$ cat config.mk
export PLATFORM = sky130hd
export DESIGN_NAME = serial_adder_flat
export DESIGN_NICKNAME = d
export VERILOG_FILES = /design/src/rtl/serial_adder_if.sv /design/src/rtl/serial_adder.sv /design/src/flat_wrapper.sv
export SDC_FILE = /design/constraint.sdc
export NUM_CORES = 1
export LEC_CHECK = 0
export CAP_MARGIN = 20
export CORE_UTILIZATION = 30
export DETAILED_ROUTE_END_ITERATION = 6
export PLACE_DENSITY = 0.58
export SLEW_MARGIN = 5
export SYNTH_ARGS = -nofsm -noshare
export SYNTH_HDL_FRONTEND = slang
export SYNTH_SLANG_ARGS = --single-unit
$ cat constraint.sdc
create_clock -name clk -period 3 [get_ports clk]
set_clock_uncertainty 0.05 [all_clocks]
set_input_delay 0.6 -clock clk [delete_from_list [all_inputs] [get_ports clk]]
set_output_delay 0.6 -clock clk [all_outputs]
set_load 0.01 [all_outputs]
$ cat src/rtl/serial_adder_if.sv
// ============================================================================
// Module      : serial_adder_if
// Description : Bundles the operation request and result signals of the
//               bit-serial adder/subtractor.
//   start    - request to begin an operation (taken in IDLE only)
//   sub      - 0 = a+b, 1 = a-b, captured together with an accepted start
//   a, b     - serial operand bits, LSB first
//   s        - registered serial result bit
//   s_valid  - s carries a valid result bit
//   c        - carry-out (add) / not-borrow (subtract) of the last operation
//   sum      - parallel result of the last operation
//   busy     - operation in progress (RUN or DONE)
//   done     - one-cycle completion pulse
//   master   - requester side; slave - adder side
// Revision    : 1.0  initial release
// ============================================================================
`default_nettype none

interface serial_adder_if #(
  parameter int WIDTH = 8
);
  logic             start;
  logic             sub;
  logic             a;
  logic             b;
  logic             s;
  logic             s_valid;
  logic             c;
  logic [WIDTH-1:0] sum;
  logic             busy;
  logic             done;

  modport master (
    output start, sub, a, b,
    input  s, s_valid, c, sum, busy, done
  );

  modport slave (
    input  start, sub, a, b,
    output s, s_valid, c, sum, busy, done
  );
endinterface

`default_nettype wire

$ cat src/rtl/serial_adder.sv
// ============================================================================
// Module      : serial_adder
// Description : Bit-serial adder/subtractor. Operands arrive LSB first, one
//               bit per clock; bit 0 is taken on the same edge that accepts
//               start. Each bit is one full-adder step; subtraction uses
//               a + ~b + 1.
//   clk    - rising-edge clock
//   reset  - asynchronous active-high reset
//   bus    - serial_adder_if.slave (start, sub, a, b -> s, s_valid, c,
//            sum, busy, done)
//   WIDTH  - operand width, 1..32
// Revision    : 1.0  initial release
// ============================================================================
`default_nettype none

module serial_adder #(
  parameter int WIDTH = 8
) (
  input  logic           clk,
  input  logic           reset,
  serial_adder_if.slave  bus
);

  localparam int            CW   = $clog2(WIDTH + 1);
  localparam logic [CW-1:0] LAST = CW'(WIDTH - 1);

  typedef enum logic [1:0] {
    IDLE = 2'd0,
    RUN  = 2'd1,
    DONE = 2'd2
  } state_t;

  state_t           state;
  state_t           state_n;

  logic [CW-1:0]    cnt;       // position of the most recently sampled bit
  logic [CW-1:0]    pos;       // position being sampled this cycle
  logic             accept;
  logic             sample;
  logic             last;

  logic             sub_l;
  logic             carry;
  logic             s_r;
  logic             s_valid_r;
  logic             c_r;
  logic [WIDTH-1:0] sum_r;
  logic [WIDTH-1:0] sum_n;

  logic             sub_eff;
  logic             b_eff;
  logic             cin;
  logic             fs;
  logic             co;

  // --------------------------------------------------------------------------
  // State register
  // --------------------------------------------------------------------------
  always_ff @(posedge clk or posedge reset) begin
    if (reset) begin
      state <= IDLE;
    end else begin
      state <= state_n;
    end
  end

  // In IDLE the only bit that can be sampled is bit 0.
  assign pos = (state == IDLE) ? '0 : cnt + CW'(1);

  // --------------------------------------------------------------------------
  // Next-state and control decode
  // --------------------------------------------------------------------------
  always_comb begin
    state_n = state;
    accept  = 1'b0;
    sample  = 1'b0;
    case (state)
      IDLE: begin
        if (bus.start) begin
          accept  = 1'b1;
          sample  = 1'b1;
          state_n = (WIDTH == 1) ? DONE : RUN;
        end
      end
      RUN: begin
        sample = 1'b1;
        if (pos == LAST) begin
          state_n = DONE;
        end
      end
      DONE: begin
        state_n = IDLE;
      end
      default: begin
        state_n = IDLE;
      end
    endcase
  end

  assign last = sample && (pos == LAST);

  // --------------------------------------------------------------------------
  // Full-adder step. On the accepting edge the latched mode is not yet
  // loaded, so the live sub input supplies both the b inversion and the
  // initial carry (the +1 of two's complement).
  // --------------------------------------------------------------------------
  assign sub_eff = accept ? bus.sub : sub_l;
  assign b_eff   = bus.b ^ sub_eff;
  assign cin     = accept ? bus.sub : carry;
  assign fs      = bus.a ^ b_eff ^ cin;
  assign co      = (bus.a & b_eff) | (bus.a & cin) | (b_eff & cin);

  // Result bits enter at the MSB end so the last bit lands LSB-aligned.
  generate
    if (WIDTH == 1) begin : g_sum_one
      assign sum_n = fs;
    end else begin : g_sum_shift
      assign sum_n = {fs, sum_r[WIDTH-1:1]};
    end
  endgenerate

  // --------------------------------------------------------------------------
  // Datapath registers
  // --------------------------------------------------------------------------
  always_ff @(posedge clk or posedge reset) begin
    if (reset) begin
      cnt       <= '0;
      sub_l     <= 1'b0;
      carry     <= 1'b0;
      s_r       <= 1'b0;
      s_valid_r <= 1'b0;
      c_r       <= 1'b0;
      sum_r     <= '0;
    end else begin
      if (accept) begin
        sub_l <= bus.sub;
        c_r   <= 1'b0;
      end
      if (sample) begin
        cnt       <= pos;
        carry     <= co;
        s_r       <= fs;
        s_valid_r <= 1'b1;
        sum_r     <= sum_n;
        // For WIDTH=1 the accepting edge is also the last edge; the final
        // carry takes precedence over the clear above.
        if (last) begin
          c_r <= co;
        end
      end else begin
        s_valid_r <= 1'b0;
      end
    end
  end

  assign bus.s       = s_r;
  assign bus.s_valid = s_valid_r;
  assign bus.c       = c_r;
  assign bus.sum     = sum_r;
  assign bus.busy    = (state != IDLE);
  assign bus.done    = (state == DONE);

endmodule

`default_nettype wire
$ cat src/flat_wrapper.sv
// flat-port wrapper written by rule: the top's interface ports become plain ports
module serial_adder_flat 
#(
  parameter int WIDTH = 8
)
  (clk, reset, bus_start, bus_sub, bus_a, bus_b, bus_s, bus_s_valid, bus_c, bus_sum, bus_busy, bus_done);
  serial_adder_if #(.WIDTH(WIDTH)) bus_i ();
  input  logic clk;
  input  logic reset;
  input wire logic [$bits(bus_i.start)-1:0] bus_start;
  input wire logic [$bits(bus_i.sub)-1:0] bus_sub;
  input wire logic [$bits(bus_i.a)-1:0] bus_a;
  input wire logic [$bits(bus_i.b)-1:0] bus_b;
  output wire logic [$bits(bus_i.s)-1:0] bus_s;
  output wire logic [$bits(bus_i.s_valid)-1:0] bus_s_valid;
  output wire logic [$bits(bus_i.c)-1:0] bus_c;
  output wire logic [$bits(bus_i.sum)-1:0] bus_sum;
  output wire logic [$bits(bus_i.busy)-1:0] bus_busy;
  output wire logic [$bits(bus_i.done)-1:0] bus_done;
  assign bus_i.start = bus_start;
  assign bus_i.sub = bus_sub;
  assign bus_i.a = bus_a;
  assign bus_i.b = bus_b;
  assign bus_s = bus_i.s;
  assign bus_s_valid = bus_i.s_valid;
  assign bus_c = bus_i.c;
  assign bus_sum = bus_i.sum;
  assign bus_busy = bus_i.busy;
  assign bus_done = bus_i.done;
  serial_adder #(.WIDTH(WIDTH)) u_core (.clk(clk), .reset(reset), .bus(bus_i));
endmodule
==> results by group, run 1 <==
Clocking
  • TritonCTS clock tree: built
  • Clk_lat worst skew: 0.28 ns
  • Clk root buf: clkbuf_4
  • Sink Count: 18
  • CTS buffer count: 3
  • Postcts setup bufs: 0
  • H-tree Lvls: 1
  • Reg clk slew, reported paths: 0.09 ns
  • Hold Buf Count CTS: 0
  • CTS max path bufs: 2
  • PostCTS Resize Cnt: 0

Logic synthesis
  • Syn_nets: 71
  • Sequential share of the synthesized area: 54.05%
  • Synthesized instance count: 63
  • Yosys warning total: 0
  • Yosys reg bits: 18
  • Syn avg cell area: 13.23 um2
  • Synth unique cells: 25
  • Mapped Area: 833.3 um2

Timing
  • Slew margin rel.: 54.80%
  • Final worst path period need: 2.657 ns
  • Endpoints failing hold: 0
  • Hold WS: 0.4598 ns
  • Final setup violation count: 0
  • Crit share post-route: 88.55%
  • Sum Neg Setup Slack: 0 ns
  • Pins Over Slew Limit: 0
  • RSZ-0062 raised after global routing: no
  • Slew @ Worst Pin: 0.6773 ns
  • Achievable Freq: 376.4 MHz

Worst hold path
  • Worst hold start: u_core.bus.sum[0]
  • Worst hold path class: reg2reg

Setup path
  • Crit path largest cell delay: 0.48 ns
  • Critical Path Source: bus_start
  • CP max stage cell: clkdlybuf4s50_1
  • CP arrival: 2.78 ns
  • Setup crit end kind: flop
  • Crit-path max FO: 2
  • Reg-to-reg startpoint: u_core.state[1]
  • Worst R2R Setup Slack: 0.67 ns
  • Worst Path Required: 3.12 ns
  • CP Cell Sequence: clkdlybuf4s50_1 -> nor3b_2 -> mux2_2 -> xor2_1 -> fa_1 -> and3_2 -> a221o_1
  • Critical Path Source Type: input pin
  • Kind of critical path: in2reg

Placement
  • RD Place Congestion: 0.7594
  • Quantity of I/O buffers inserted on ports: 18

GRT
  • First-pass GRT wire length: 2366 um
  • Number of global-route vias before repair: 527
  • Initial antenna violation count: 0
  • Gr ovfl total: 0
  • Total GRT Usage: 11.36%
  • Largest net degree at the start of global routing: 19

Routing
  • Detailed-route DRC error count: 0
  • Vias: 540
  • Avg WL per Cell: 12.03 um
  • Via density: 4.779
  • DRT iter0 DRCs: 4
  • DRT Pass-1 Iters: 3
  • Antenna-violating nets left: 0
  • Total Wirelength: 1359 um

Die
  • Core area: 2545 um2
  • Die Wd: 54.71 um
  • Initial Utilization: 32.74%
  • Full die area: 2993 um2
  • Die height: 54.71 um
  • Rows: 18
  • # IOs: 19

Pwr
  • Combinational Power Share: 51.8%
  • Switching Share: 33.66%
  • Sequential power share: 38.5%
  • Pwr/cell area: 1099 nW/um2
  • Switching power: 0.3915 mW
  • Leakage: 0.4510 nW
  • Clock share of power: 9.7%
  • P_int: 0.7716 mW
  • Worst VDD drop: 0.5381 mV

Finish
  • Area grow syn2layout: 27.03%
  • Ratio of cells with drive above 1 in the final layout: 25.30%
  • Commonest cells after routing, fill and taps aside: clkdlybuf4s50_1, dfrtp_1, mux2_2
  • Filler Cells Inserted: 260
  • Layout Nets: 93
  • N_diodes: 0

Run
  • Max Cap Viol: 0

Outcome
  • Status: finished clean
==> final timing paths <==
kind / end / depth (start not counted)
worst max register to register: u_core.bus.c / 6
worst min-delay path: u_core.bus.sum[0] / 1
max in group asynchronous: u_core.bus.sum[5] / 2
worst min register to register: u_core.bus.sum[0] / 1
min in group asynchronous: u_core.cnt[2] / 2
worst max-delay path: u_core.bus.c / 7
==> cells by family after synthesis <==
group / count (synthesis) / synth area share, %
adder cells (fa/ha/maj): 2 / 3.904
flip-flops: 18 / 54.05
multiplexers: 12 / 16.07
AND/OR/NAND/NOR: 16 / 11.26
AO/OA/AOI/OAI: 7 / 7.658
XOR/XNOR: 2 / 2.102
buffers and inverters: 6 / 4.955
==> cell type report <==
cell class	instances	area (um2)	share of cell area, %
multi-input cells	39	341.6	32.27
inverters	3	11.26	1.064
flip-flops and latches	18	450.4	42.55
repair buffers	20	195.2	18.44
well taps	30	37.54	3.546
clock buffers	3	22.52	2.128
==> state kept, by name, indices dropped and copies added (netlist names) <==
register and flops:
u_core.carry 1, u_core.state 2, u_core.sub_l 1, u_core.bus.c 1
u_core.bus.s_valid 1, u_core.bus.sum 7, u_core.cnt 4, u_core.bus.s 1
==> routing by layer <==
| layer | share of wire (%) | GRT usage [%] | vias up |
|---|---|---|---|
| li1 | - | - | 259 |
| met1 | 48 | 13.85 | 264 |
| met2 | 44 | 17.87 | 15 |
| met3 | 5.8 | 4.722 | 2 |
| met4 | 1.9 | 3.846 | 0 |
| met5 | 0 | 0 | - |
==> critical path: cells and delay by family <==
kind / cells / cell delay [ns]
multiplexers: 1 / 0.38
AND/OR/NAND/NOR: 2 / 0.44
AO/OA/AOI/OAI: 1 / 0.32
buffers and inverters: 1 / 0.48
adder cells (fa/ha/maj): 1 / 0.40
XOR/XNOR: 1 / 0.16
==> metrics by stage <==
step           utilization (%)  area, um2  cells  setup WS, ns  power [mW]
6_report                 41.59       1059    113        0.3434       1.163
5_1_grt                  41.59       1059    113        0.2870       1.275
4_1_cts                  41.59       1059    113        0.3271       1.182
3_5_place_dp             40.71       1036    110       0.02053       1.064
3_3_place_gp             40.71       1036    110       0.08994       1.049
2_1_floorplan                -      833.3     63        0.6329      0.8537
==> cells in the mapped netlist (all sizes together) <==
cell type  instances  share of area [%]
and3               3                2.6
mux2              11                 15
fa                 1                2.4
a32o               1                1.2
nand3              3                1.8
a31oi              1               0.75
a21oi              1               0.60
nor2               2               0.90
o21bai             1                2.3
xor2               2                2.1
or4b               1                1.2
inv                3                1.4
nor3b              1                1.5
nand2              4                1.8
nand2b             1               0.75
mux2i              1                1.2
or2                1               0.75
o21ai              1               0.60
buf                3                3.6
a221o              1                1.2
a22o               1                1.1
dfrtp             18                 54
ha                 1                1.5
==> power by group through the flow <==
| stage | Clock (mW) | Combinational [mW] | Sequential, mW |
|---|---|---|---|
| global route | 0.133 | 0.675 | 0.467 |
| global placement | 0 | 0.598 | 0.451 |
| detailed placement | 0 | 0.610 | 0.453 |
| finish | 0.113 | 0.603 | 0.448 |
| CTS | 0.120 | 0.613 | 0.448 |
| floorplan | 0 | 0.380 | 0.473 |
No activity file was read; power rests on OpenSTA's default activity.
==> inputs of run 2 (changes only) <==
==> constraint.sdc (replaced) <==
create_clock -name clk -period 3 [get_ports clk]
set_clock_uncertainty 0.05 [all_clocks]
set_input_delay 0.75 -clock clk [delete_from_list [all_inputs] [get_ports clk]]
set_output_delay 0.75 -clock clk [all_outputs]
set_load 0.01 [all_outputs]
==> results by group, run 2 (same netlist as run 1, synthesis figures left out) <==
GRT
  • Gr ovfl total: 0 (unchanged)
  • Initial antenna violation count: 0 (unchanged)
  • First-pass GRT wire length: 2456 um (was 2366 um)
  • Largest net degree at the start of global routing: 19 (unchanged)
  • Total GRT Usage: 11.87% (was 11.36%)
  • Number of global-route vias before repair: 554 (was 527)

Routing
  • Avg WL per Cell: 12.34 um (was 12.03 um)
  • DRT Pass-1 Iters: 2 (was 3)
  • Via density: 4.772 (was 4.779)
  • Detailed-route DRC error count: 0 (unchanged)
  • Antenna-violating nets left: 0 (unchanged)
  • Vias: 544 (was 540)
  • Total Wirelength: 1407 um (was 1359 um)
  • DRT iter0 DRCs: 4 (unchanged)

Finish
  • Filler Cells Inserted: 257 (was 260)
  • N_diodes: 0 (unchanged)
  • Multi-input logic area: 341.6 um2 (unchanged)
  • Commonest cells after routing, fill and taps aside: clkdlybuf4s50_1, dfrtp_1, mux2_2 (unchanged)
  • Sequential cell area: 450.4 um2 (unchanged)
  • Layout Nets: 94 (was 93)
  • Area grow syn2layout: 27.93% (was 27.03%)
  • Ratio of cells with drive above 1 in the final layout: 26.19% (was 25.30%)
  • Number of flip-flops in the largest register: 7 (unchanged)

Setup path
  • CP max stage cell: clkdlybuf4s50_1 (unchanged)
  • Top delay family on crit path: buffers and inverters (unchanged)
  • WP buf/inv: 1 (unchanged)
  • Setup crit end kind: flop (unchanged)
  • CP Cell Sequence: clkdlybuf4s50_1 -> nor3b_2 -> mux2_2 -> xor2_1 -> fa_1 -> and3_2 -> a221o_1 (unchanged)
  • Worst Path Required: 3.12 ns (about the same)
  • CP arrival: 2.92 ns (was 2.78 ns)
  • Kind of critical path: in2reg (unchanged)
  • Crit-path max FO: 2 (unchanged)
  • Critical Path Source Type: input pin (unchanged)
  • Crit path largest cell delay: 0.47 ns (was 0.48 ns)

Placement
  • Quantity of I/O buffers inserted on ports: 18 (unchanged)
  • RD Place Congestion: 0.7693 (was 0.7594)
  • Dpl hpwl: 1026 um

Clocking
  • PostCTS Resize Cnt: 0 (unchanged)
  • Sink Count: 18 (unchanged)
  • Hold Buf Count CTS: 0 (unchanged)
  • TritonCTS clock tree: built (unchanged)
  • Postcts setup bufs: 0 (unchanged)
  • Reg clk slew, reported paths: 0.09 ns (about the same)
  • CTS buffer count: 3 (unchanged)
  • CTS max path bufs: 2 (unchanged)
  • Clk_lat worst skew: 0.28 ns (about the same)
  • Clk root buf: clkbuf_4 (unchanged)
  • H-tree Lvls: 1 (unchanged)

Timing
  • Final worst path period need: 2.796 ns (was 2.657 ns)
  • Crit share post-route: 93.20% (was 88.55%)
  • Endpoints failing hold: 0 (unchanged)
  • Final setup violation count: 0 (unchanged)
  • Achievable Freq: 357.6 MHz (was 376.4 MHz)
  • Sum Neg Setup Slack: 0 ns (unchanged)
  • Pins Over Slew Limit: 0 (unchanged)
  • RSZ-0062 raised after global routing: no (unchanged)
  • Slew @ Worst Pin: 0.6692 ns (was 0.6773 ns)
  • Slew margin rel.: 55.34% (was 54.80%)

Die
  • Die Wd: 54.71 um (unchanged)
  • # IOs: 19 (unchanged)
  • Core area: 2545 um2 (unchanged)
  • Rows: 18 (unchanged)
  • Full die area: 2993 um2 (unchanged)
  • Initial Utilization: 32.74% (unchanged)
  • Die height: 54.71 um (unchanged)

Pwr
  • Sequential power share: 38.3% (was 38.5%)
  • Switching Share: 33.74% (was 33.66%)
  • Switching power: 0.3937 mW (was 0.3915 mW)
  • Pwr Total: 1.167 mW (was 1.163 mW)
  • P_int: 0.7731 mW (was 0.7716 mW)
  • Pwr/cell area: 1095 nW/um2 (was 1099 nW/um2)
  • Leakage: 0.4564 nW (was 0.4510 nW)
  • Combinational Power Share: 52.0% (was 51.8%)
  • Clock share of power: 9.7% (about the same)
  • Worst VDD drop: 0.5248 mV (was 0.5381 mV)

Run
  • Max Cap Viol: 0 (unchanged)

Outcome
  • Status: finished clean (unchanged)

Worst hold path
  • Worst hold path class: reg2reg (unchanged)
run 2: worst register-to-register path: stages, from the launching register on:
cell     delay (ns)
dfrtp_1        0.45
nor3b_2        0.23
mux2_2         0.38
xor2_1         0.16
fa_1           0.40
and3_2         0.21
a221o_1        0.32
run 2: layout make-up:
cell class / instances / area share (%)
clock buffers: 3 / 2.113
multi-input cells: 39 / 32.04
repair buffers: 21 / 19.01
inverters: 3 / 1.056
well taps: 30 / 3.521
flip-flops and latches: 18 / 42.25
run 2: stage by stage:
step           instances  area (um2)  hold slack, ns  worst slack (ns)  utilization (%)
5_1_grt              114        1066          0.4876            0.1393            41.89
2_1_floorplan         63       833.3          0.4253            0.4829                -
3_5_place_dp         111        1044          0.4485           -0.1180            41.00
6_report             114        1066          0.4637            0.2039            41.89
3_3_place_gp         111        1044          0.4378          -0.04821            41.00
4_1_cts              114        1066          0.4717            0.1900            41.89
run 2: per-layer routing:
layer	global-route usage, %	up-vias	routed length, um
li1	-	263	-
met2	18.88	16	647
met5	0	-	0
met4	3.846	0	26
met1	14.82	263	676
met3	4.167	2	56
run 2: path summary, 6_finish.rpt:
check / startpoint / endpoint / slack, ns / cells past startpoint
worst min register to register: u_core.carry / u_core.carry / 0.46 / 1
max in group asynchronous: reset / u_core.bus.sum[2] / 1.67 / 2
worst max register to register: u_core.state[1] / u_core.bus.c / 0.68 / 6
worst max-delay path: bus_start / u_core.bus.c / 0.20 / 7
worst min-delay path: u_core.carry / u_core.carry / 0.46 / 1
min in group asynchronous: reset / u_core.state[0] / 0.81 / 2
run 2: power by group through the flow:
stage / sequential (mW) / combinational [mW] / clock [mW]
floorplan: 0.473 / 0.380 / 0
global placement: 0.451 / 0.601 / 0
detailed placement: 0.455 / 0.616 / 0
CTS: 0.450 / 0.618 / 0.123
global route: 0.468 / 0.679 / 0.135
finish: 0.447 / 0.607 / 0.113
==> inputs of run 3 (changes only) <==
--- a/config.mk
+++ b/config.mk
@@ -6,9 +6,11 @@
 export NUM_CORES = 1
 export LEC_CHECK = 0
 export CAP_MARGIN = 20
+export CORE_ASPECT_RATIO = 0.9
 export CORE_UTILIZATION = 30
 export DETAILED_ROUTE_END_ITERATION = 6
 export PLACE_DENSITY = 0.58
+export SETUP_SLACK_MARGIN = 0.5
 export SLEW_MARGIN = 5
 export SYNTH_ARGS = -nofsm -noshare
 export SYNTH_HDL_FRONTEND = slang
==> constraint.sdc (replaced) <==
create_clock -name clk -period 3.1 [get_ports clk]
set_clock_uncertainty 0.05 [all_clocks]
set_input_delay 0.775 -clock clk [delete_from_list [all_inputs] [get_ports clk]]
set_output_delay 0.775 -clock clk [all_outputs]
set_load 0.01 [all_outputs]
==> results by group, run 3 (same netlist as run 1, synthesis figures left out) <==
Setup path
  • Crit path largest cell delay: 0.40 ns (was 0.47 ns)
  • CP arrival: 2.66 ns (was 2.92 ns)
  • Setup crit end kind: flop (unchanged)
  • Crit-path max FO: 2 (unchanged)
  • Reg-to-reg startpoint: u_core.state[0] (was u_core.state[1])
  • Critical Path Source: bus_start (unchanged)
  • Worst Path Required: 3.24 ns (was 3.12 ns)
  • Critical Path Source Type: input pin (unchanged)
  • Kind of critical path: in2reg (unchanged)
  • CP Cell Sequence: clkdlybuf4s15_1 -> nor3b_4 -> mux2_2 -> xor2_1 -> fa_1 -> and3_2 -> a221o_1 (was clkdlybuf4s50_1 -> nor3b_2 -> mux2_2 -> xor2_1 -> fa_1 -> and3_2 -> a221o_1)
  • CP max stage cell: fa_1 (was clkdlybuf4s50_1)

Timing
  • RSZ-0062 raised after global routing: no (unchanged)
  • Final setup violation count: 0 (unchanged)
  • Slew margin rel.: 54.51% (was 55.34%)
  • Endpoints failing hold: 0 (unchanged)
  • Worst Slack Setup Final: 0.5727 ns (was 0.2039 ns)
  • Crit share post-route: 81.53%
  • Pins Over Slew Limit: 0 (unchanged)
  • Slew @ Worst Pin: 0.6816 ns (was 0.6692 ns)
  • Final worst path period need: 2.527 ns
  • Achievable Freq: 395.7 MHz

Die
  • Initial Utilization: 32.92% (was 32.74%)
  • Core area: 2531 um2 (was 2545 um2)
  • Full die area: 2993 um2 (about the same)
  • Rows: 17 (was 18)
  • Die Wd: 57.56 um (was 54.71 um)
  • Die height: 52 um (was 54.71 um)
  • # IOs: 19 (unchanged)

GRT
  • Number of global-route vias before repair: 510 (was 554)
  • Largest net degree at the start of global routing: 19 (unchanged)
  • Gr ovfl total: 0 (unchanged)
  • First-pass GRT wire length: 2339 um (was 2456 um)
  • Initial antenna violation count: 0 (unchanged)
  • Total GRT Usage: 10.82% (was 11.87%)

Pwr
  • Leakage: 0.4560 nW (was 0.4564 nW)
  • Combinational Power Share: 48.7% (was 52.0%)
  • Clock share of power: 12.3% (was 9.7%)
  • Switching power: 0.3925 mW (was 0.3937 mW)
  • P_int: 0.7690 mW (was 0.7731 mW)
  • Pwr/cell area: 1087 nW/um2 (was 1095 nW/um2)
  • Worst VDD drop: 0.4425 mV (was 0.5248 mV)
  • Switching Share: 33.79% (was 33.74%)
  • Sequential power share: 39.0% (was 38.3%)

Routing
  • DRT iter0 DRCs: 19 (was 4)
  • Total Wirelength: 1377 um (was 1407 um)
  • Vias: 545 (was 544)
  • DRT Pass-1 Iters: 4 (was 2)
  • Avg WL per Cell: 12.41 um (was 12.34 um)
  • Detailed-route DRC error count: 0 (unchanged)
  • Antenna-violating nets left: 0 (unchanged)
  • Via density: 4.910 (was 4.772)

Finish
  • Fin area: 1069 um2 (was 1066 um2)
  • Commonest cells after routing, fill and taps aside: dfrtp_1, clkdlybuf4s50_1, mux2_2 (was clkdlybuf4s50_1, dfrtp_1, mux2_2)
  • Filler Cells Inserted: 232 (was 257)
  • Commonest non-fill, non-tap cell in the layout: dfrtp_1
  • Number of flip-flops in the largest register: 7 (unchanged)
  • Ratio of cells with drive above 1 in the final layout: 25.30% (was 26.19%)
  • Area grow syn2layout: 28.23% (was 27.93%)
  • N_diodes: 0 (unchanged)
  • Final cell count without fillers: 111 (was 114)
  • Layout Nets: 92 (was 94)
  • Finished Core Util: 42.21% (was 41.89%)

Clocking
  • CTS buffer count: 3 (unchanged)
  • TritonCTS clock tree: built (unchanged)
  • Clk root buf: clkbuf_4 (unchanged)
  • CTS max path bufs: 2 (unchanged)
  • Sink Count: 18 (unchanged)
  • Clk_lat worst skew: 0.29 ns (was 0.28 ns)
  • H-tree Lvls: 1 (unchanged)
  • Reg clk slew, reported paths: 0.10 ns (was 0.09 ns)

Placement
  • Dpl cells: 107 (was 111)
  • Dpl ws: -0.04237 ns (was -0.1180 ns)
  • Dpl hpwl: 962.9 um (was 1026 um)
  • Quantity of I/O buffers inserted on ports: 18 (unchanged)
  • Placed Area: 1026 um2 (was 1044 um2)
  • RD Place Congestion: 0.6600 (was 0.7693)

Outcome
  • Status: finished clean (unchanged)

Run
  • Max Cap Viol: 0 (unchanged)

Worst hold path
  • Worst hold path class: reg2reg (unchanged)
  • Worst hold start: u_core.carry (unchanged)
run 3: changes by cell type in the layout (fill, tap and decap cells not counted):
cell | before | now
buf_4 | 3 | 1
clkbuf_8 | 0 | 1
clkdlybuf4s15_1 | 0 | 1
clkdlybuf4s50_1 | 18 | 17
nor3b_4 | 0 | 1
nor3b_2 | 1 | 0
run 3: power groups by stage:
stage / logic [mW] / registers (mW) / clock network [mW]
floorplan: 0.368 / 0.458 / 0
global placement: 0.565 / 0.451 / 0
detailed placement: 0.567 / 0.456 / 0
CTS: 0.567 / 0.452 / 0.150
global route: 0.618 / 0.475 / 0.163
finish: 0.565 / 0.453 / 0.143
run 3: final cells by class:
cell class	instances	area, um2	area share [%]
tap	28	35.03	3.279
sequential	18	450.4	42.15
multi-input combinational	39	347.8	32.55
clock buffer	4	36.28	3.396
timing repair buffer	19	187.7	17.56
inverter	3	11.26	1.054
run 3: worst max-delay path, delay by kind of cell:
kind | cells | cell delay, ns
adders and majority gates | 1 | 0.40
buffers and inverters | 1 | 0.23
and+or+nand+nor | 2 | 0.42
muxes | 1 | 0.37
xor gates and xnor gates | 1 | 0.16
AOI/OAI and AO/OA | 1 | 0.30
run 3: layer usage:
layer  global-route usage [%]  share of wire (%)  vias to the layer above
li1                         -                  -                      264
met3                    5.224                6.2                        2
met4                    3.659               0.87                        0
met1                    13.80                 50                      262
met5                        0                  0                        -
met2                    15.89                 43                       17
run 3: worst paths after layout:
check                                     end  cells after the start  slack (ns)
min in group asynchronous  u_core.bus.s_valid                      2        0.83
setup reg to reg                 u_core.bus.c                      6        0.69
hold / removal                   u_core.carry                      1        0.46
hold reg to reg                  u_core.carry                      1        0.46
setup / recovery                 u_core.bus.c                      7        0.57
max in group asynchronous       u_core.cnt[1]                      2        1.74
run 3: metrics by stage:
step | setup TNS [ns] | power (mW) | hold slack (ns)
after CTS | 0 | 1.169 | 0.4685
after floorplan | 0 | 0.8262 | 0.4253
final | 0 | 1.161 | 0.4630
after global routing | 0 | 1.255 | 0.4827
after detailed placement | -0.04237 | 1.023 | 0.4440
after global placement | -0.02780 | 1.015 | 0.4379
run 3: repair_timing:
action / in CTS / in global routing
endpoints found under the setup margin: 2 / 1
gates resized for setup: 1 / 2
hold buffers: 0 / 0
buffers inserted: 0 / 0
